File: config.mk
export PLATFORM = sky130hd
export DESIGN_NAME = rob_id_alloc
export DESIGN_NICKNAME = d
export VERILOG_FILES = /design/src/rtl/rob_id_alloc.sv
export SDC_FILE = /design/constraint.sdc
export NUM_CORES = 1
export LEC_CHECK = 0
export ABC_AREA = 1
export BUFFER_PORTS_ARGS = -buffer_cell sky130_fd_sc_hd__buf_2
export CAP_MARGIN = 20
export CORE_UTILIZATION = 35
export CTS_CLUSTER_DIAMETER = 50
export DETAILED_ROUTE_END_ITERATION = 6
export PLACE_DENSITY_LB_ADDON = 0.25
export SLEW_MARGIN = 20
export SYNTH_ARGS = -nofsm -noshare
export SYNTH_HDL_FRONTEND = slang
export SYNTH_SLANG_ARGS = --single-unit
File: constraint.sdc
create_clock -name clk -period 3.8 [get_ports clk]
set_clock_uncertainty 0.2 [all_clocks]
set_input_delay 0.76 -clock clk [delete_from_list [all_inputs] [get_ports clk]]
set_output_delay 0.76 -clock clk [all_outputs]
set_load 0.05 [all_outputs]
File: src/rtl/rob_id_alloc.sv
// ----------------------------------------------------------------------------
// rob_id_alloc : reorder-buffer ID allocator with in-order commit and flush
//                rollback of the allocation pointer.
// Revision     : 1.0
// ----------------------------------------------------------------------------
`default_nettype none

module rob_id_alloc #(
   parameter int ROB_SIZE   = 16,
   parameter int RSID_WIDTH = 4
) (
   input  logic                  clk,
   input  logic                  rst,
   input  logic                  alloc_req,
   output logic                  alloc_grant,
   output logic [RSID_WIDTH-1:0] alloc_rsid,
   output logic                  stall_id,
   input  logic                  commit_en,
   input  logic [RSID_WIDTH-1:0] commit_rsid,
   input  logic                  flush_en,
   input  logic [RSID_WIDTH-1:0] flush_rsid,
   output logic [RSID_WIDTH-1:0] head_rsid,
   output logic [RSID_WIDTH:0]   count,
   output logic                  full,
   output logic                  empty,
   output logic                  commit_error
);

   localparam logic [RSID_WIDTH:0] c_rob_size = (RSID_WIDTH+1)'(ROB_SIZE);

   // Pointers carry one extra wrap bit so full and empty are distinguishable.
   logic [RSID_WIDTH:0]   head_q, head_d;
   logic [RSID_WIDTH:0]   tail_q, tail_d;
   logic                  commit_error_q, commit_error_d;

   logic [RSID_WIDTH:0]   w_count;
   logic                  w_full;
   logic                  w_empty;
   logic                  w_grant;
   logic                  w_commit_ok;
   logic [RSID_WIDTH-1:0] w_off;
   logic                  w_flush_ok;
   logic                  w_flush_head;

   always_comb begin
      w_count      = tail_q - head_q;
      w_full       = (w_count == c_rob_size);
      w_empty      = (head_q == tail_q);
      w_grant      = alloc_req && !w_full && !flush_en;
      w_commit_ok  = commit_en && !w_empty && (commit_rsid == head_q[RSID_WIDTH-1:0]);
      w_off        = flush_rsid - head_q[RSID_WIDTH-1:0];
      w_flush_ok   = flush_en && ({1'b0, w_off} < w_count);
      // A flush of the head entry squashes the instruction being committed.
      w_flush_head = w_flush_ok && (w_off == '0);
   end

   always_comb begin
      head_d         = head_q;
      tail_d         = tail_q;
      commit_error_d = commit_en && !w_commit_ok;

      if (w_commit_ok && !w_flush_head) begin
         head_d = head_q + 1'b1;
      end

      if (w_flush_ok) begin
         tail_d = head_q + {1'b0, w_off};
      end else if (w_grant) begin
         tail_d = tail_q + 1'b1;
      end
   end

   always_ff @(posedge clk) begin
      if (rst) begin
         head_q         <= '0;
         tail_q         <= '0;
         commit_error_q <= 1'b0;
      end else begin
         head_q         <= head_d;
         tail_q         <= tail_d;
         commit_error_q <= commit_error_d;
      end
   end

   assign alloc_grant  = w_grant;
   assign alloc_rsid   = tail_q[RSID_WIDTH-1:0];
   assign stall_id     = alloc_req && !w_grant;
   assign head_rsid    = head_q[RSID_WIDTH-1:0];
   assign count        = w_count;
   assign full         = w_full;
   assign empty        = w_empty;
   assign commit_error = commit_error_q;

endmodule

`default_nettype wire

==> impl_metrics.ini, run 1 <==
[power_and_ir_drop]
power.share.switching_pct = 59.4
net-switching-power_mw = 0.623
ir_drop_v = 0.000246
pwr-share-clk_pct = 11.5
p_comb_share_pct = 72.2
p_leak_nw = 0.768
seqPwrFrac_pct = 16.3
p_per_area_nw_per_um2 = 691
p_int_mw = 0.427

[layout]
utilization_pct = 41.5
drive_gt1_share_pct = 24.5
synthToLayoutAreaGrowth_pct = 14.4
n_fill_cell = 401
mostFrequentLayoutCell = nand2_1
nNetsFinal = 244
final_cell_mix = nand2_1, buf_2, inv_1
diodes = 0

[synth]
syn_nets = 217
synthTopCellsByArea = dfxtp_1, ha_1, nand2_1
synthXorXnorAreaFrac_pct = 11.2
ys_seq_elements = 11
yosysUniqueCellTypes = 26
synth_simple_gate_area_share_pct = 34.2
syn-cell-area_um2 = 1330
syn_inst = 186
synth_top_family_by_area = simple AND/OR/NAND/NOR gates
yosysSeqAreaShare_pct = 16.6
ys_warn_count = 0
syn_area_per_cell_um2 = 7.14
synth_top_area_share_pct = 16.6
yosysTopAreaCell = dfxtp_1
synth_mux_area_share_pct = 0
synth_fa_ha_area_share_pct = 18.6
synth_compound_area_share_pct = 6.69

[placement]
gp_congestion = 0.762
io_buffers = 30
hpwl_mm = 2.30

[sta]
rsz0062_at_grt = no
fmax_mhz = 300
slew_violations = 0
maxSlewHeadroom_pct = 75.1
layout_worst_path_cycle_share_pct = 87.8
worst_slew_pin_slew_ps = 372
period_needed_ps = 3340
setup_viol = 0
tns_ps = 0
hold_viol = 0

[min_path]
hold_class = flip-flop to flip-flop
hold_depth = 2
holdPathEnd = tail_q[0]
hp-start = tail_q[0]

[route]
wl_mm = 2.81
detail_route.drc_violations = 0
viasPerCell = 4.57
dr.pass1.iters = 4
drt_iter0_markers = 61
drt-wirelength-per-cell_um = 10.8
vias = 1189
final_antenna_net_count = 0

[clock_network]
cts_resized = 0
clk_latency_ps = 240
cts.sinks = 11
clkTransAtPathRegs_ps = 50
cts_tree = done
cts_setup_buffers = 0
cts.path.max_buffers = 2
clockRootBuffer = clkbuf_8
cts_made_buffers = 3
cts_hold_buf = 0
h-tree-depth = 1

[worst_setup_path]
reg2reg_to = tail_q[4]
cp-start-kind = flip-flop
crit_type = flip-flop to primary output
crit_start = tail_q[0]
r2r_start = head_q[0]
required_ps = 2840
crit_chain = inv_1 > ha_1 > inv_1 > fa_1 > inv_1 > nand2_1 > nor2_1 > nand3_2 > nand2_4 > inv_2 > nor2_1 > buf_2
reg2regPathDepth = 14
cp-end-kind = primary output
slowest_delay_ps = 440
cpMostUsedCell = inv_1
crit_slowest_cell = fa_1
path_delay_family = adder cells
crit_buf_inv = 5
reg2reg_setup_slack_ps = 840
arrival_ps = 2380
critPathMaxFanout = 6

[floorplanning]
row_count = 22
dieHeight_um = 63.6
initial_utilization_pct = 36.3
core_area_um2 = 3660
die_area_um2 = 4050
die_w_um = 63.6
ioPinCount = 31

[global_route]
first_global_vias = 1136
overflow = 0
grt_max_degree = 11
grtUsageTotal_pct = 15.9
grt_pass1_wl_mm = 5.06
antenna_found_initial = 0

[status]
status = finished clean

[flow_run]
maxCapViolCount = 0
[layout make-up]
class                      count  area [µm²]  share of cell area, %
timing repair buffer          32         165                   10.9
tap                           48        60.1                   3.95
multi-input combinational    141         940                   61.8
sequential                    11         220                   14.5
clock buffer                   4        45.0                   2.96
inverter                      24        90.1                   5.93
[routing by layer]
layer / global-route usage [%] / wire (µm)
met1: 20.9 / 1460
met2: 25.9 / 1200
met3: 3.80 / 133
met4: 3.41 / 21
met5: 0 / 0
[state kept, by name, summed over array words and instances (netlist names)]
signal,flops
head_q,5
tail_q,5
commit_error,1
[Yosys cell counts, drive strengths merged]
cell / number
nand3: 23
a21oi: 12
o21ai: 5
ha: 15
nor3: 1
nor3b: 1
fa: 3
nand3b: 3
xnor2: 11
inv: 23
dfxtp: 11
nand2: 41
nor2: 20
clkinv: 1
buf: 10
xor2: 6
[worst min-delay path: cells and delay by family (launching register included)]
kind / cells / cell delay [ps]
flip-flops: 1 / 340
AO/OA/AOI/OAI: 1 / 60
AND/OR/NAND/NOR: 1 / 90
[cell families after synthesis]
logic type               after synthesis
flip-flops                            11
AO/OA/AOI/OAI                         17
XOR/XNOR                              17
adder cells (fa/ha/maj)               18
buffers and inverters                 34
AND/OR/NAND/NOR                       89
[worst max-delay path by stage]
stage,end,slack (ps),cells past startpoint
2_1_floorplan,stall_id,50,9
3_3_place_gp,tail_q[4],570,15
3_5_place_dp,tail_q[4],540,15
4_1_cts,stall_id,440,12
5_1_grt,stall_id,210,12
6_report,stall_id,460,12
[per-stage QoR]
step	power [mW]	instance area (µm²)	worst slack, ps	hold slack, ps	std cells
floorplan	0.810	1330	54.6	298	186
detailed placement	0.932	1480	537	336	256
finish	1.05	1520	463	339	260
global route	1.14	1520	208	362	260
global placement	0.935	1480	566	347	256
CTS	1.06	1520	438	340	260
[power groups by stage]
stage / registers (mW) / logic (mW) / clock network, mW
finish: 0.171 / 0.758 / 0.120
global route: 0.176 / 0.833 / 0.132
CTS: 0.172 / 0.762 / 0.124
detailed placement: 0.175 / 0.757 / 0
global placement: 0.176 / 0.759 / 0
floorplan: 0.169 / 0.641 / 0
Note: power is estimated with default switching activity, not from simulation.
==> run 2, diff against run 1 <==
REMOVE_ABC_BUFFERS = 1   (was unset)
==> impl_metrics.ini, run 2 (same netlist as run 1, synthesis figures left out) <==
[layout]
diodes = 0
final_cell_mix = nand2_1, buf_2, inv_1
drive_gt1_share_pct = 24.9
mostFrequentLayoutCell = nand2_1
nNetsFinal = 245
synthToLayoutAreaGrowth_pct = 15.0

[route]
final_antenna_net_count = 0
vias = 1190
top_layer_used = met4
wl_met1_mm = 1.43
wl_mm = 2.85
dr.pass1.iters = 4
viasPerCell = 4.56
detail_route.drc_violations = 0
drt_iter0_markers = 34
dr_wl_met3_um = 130
drt-wirelength-per-cell_um = 10.9
met2WireLength_mm = 1.27

[clock_network]
cts_tree = done
clk_latency_ps = 240
cts.sinks = 11
cts_resized = 0
cts_setup_buffers = 0
cts_hold_buf = 0
cts.path.max_buffers = 2
clockRootBuffer = clkbuf_8
cts_made_buffers = 3
h-tree-depth = 1
clkTransAtPathRegs_ps = 50

[worst_setup_path]
reg2reg_setup_slack_ps = 890
cp-end-kind = primary output
crit_type = flip-flop to primary output
crit_buf_inv = 5
required_ps = 2840
cpMostUsedCell = inv_1
crit_chain = inv_1 > ha_1 > inv_1 > fa_1 > inv_1 > nand2_1 > nor2_1 > nand3_2 > nand2_4 > inv_2 > nor2_1 > buf_2
arrival_ps = 2420
cp-start-kind = flip-flop
path_delay_family = adder cells
critPathMaxFanout = 6
slowest_delay_ps = 430
crit_slowest_cell = fa_1

[power_and_ir_drop]
p_per_area_nw_per_um2 = 686
p_leak_nw = 0.774
ir_drop_v = 0.000236

[placement]
io_buffers = 30
gp_congestion = 0.758
hpwl_mm = 2.36

[global_route]
grtUsageTotal_pct = 16.4
grt_max_degree = 11
grt_pass1_wl_mm = 5.13
antenna_found_initial = 0
overflow = 0
first_global_vias = 1120

[sta]
period_needed_ps = 3380
fmax_mhz = 295
tns_ps = 0
holdWs_ps = 354
worst_slew_pin_slew_ps = 313
maxSlewHeadroom_pct = 79.1
hold_viol = 0
rsz0062_at_grt = no
slew_violations = 0
layout_worst_path_cycle_share_pct = 89.1
setup_viol = 0

[min_path]
hold_class = flip-flop to flip-flop

[flow_run]
maxCapViolCount = 0

[floorplanning]
ioPinCount = 31
core_area_um2 = 3660
die_w_um = 63.6
dieHeight_um = 63.6
die_area_um2 = 4050
row_count = 22
initial_utilization_pct = 36.3

[status]
status = finished clean
[run 2: changes by cell type in the layout (fill, tap and decap cells not counted)]
cell / delta
buf_4: +1
[run 2: metrics by stage]
step / power (mW) / util, % / instances / worst slack (ps) / cell area, µm²
after floorplan: 0.786 / - / 176 / -328 / 1250
after global placement: 0.936 / 40.5 / 257 / 550 / 1480
after detailed placement: 0.937 / 40.5 / 257 / 538 / 1480
after CTS: 1.06 / 41.7 / 261 / 399 / 1530
after global routing: 1.15 / 41.7 / 261 / 214 / 1530
final: 1.05 / 41.7 / 261 / 416 / 1530
[run 2: metal layers]
layer / track usage (%) / vias up
li1: - / 641
met1: 21.2 / 517
met2: 27.3 / 28
met3: 3.99 / 4
met4: 3.41 / 0
met5: 0 / -
[run 2: worst paths after layout]
check,startpoint,endpoint,cells past startpoint
worst max register to register,head_q[0],tail_q[4],14
worst min-delay path,tail_q[0],tail_q[0],2
worst min register to register,tail_q[0],tail_q[0],2
worst max-delay path,tail_q[0],stall_id,12
[run 2: cell type report]
class	instances	area [µm²]
clock buffer	4	45.0
fill	399	2130
inverter	24	90.1
multi-input combinational	141	940
sequential	11	220
tap	48	60.1
timing repair buffer	33	173
[run 2: worst reg2reg max path, stage by stage (launching register included)]
cell and delay, ps:
dfxtp_1 350, buf_4 190, ha_1 180, inv_1 80, fa_1 430, xnor2_1 190
inv_1 90, ha_1 370, nand2_1 60, o21ai_0 230, xor2_1 180, nand3_1 100
nand2_1 80, nor2_1 40, nor2_1 90
[run 2: power breakdown]
part           internal, mW  switching, mW  leakage, nW
logic                 0.215          0.541        0.661
clock network        0.0738         0.0455       0.0228
registers             0.138         0.0353       0.0900
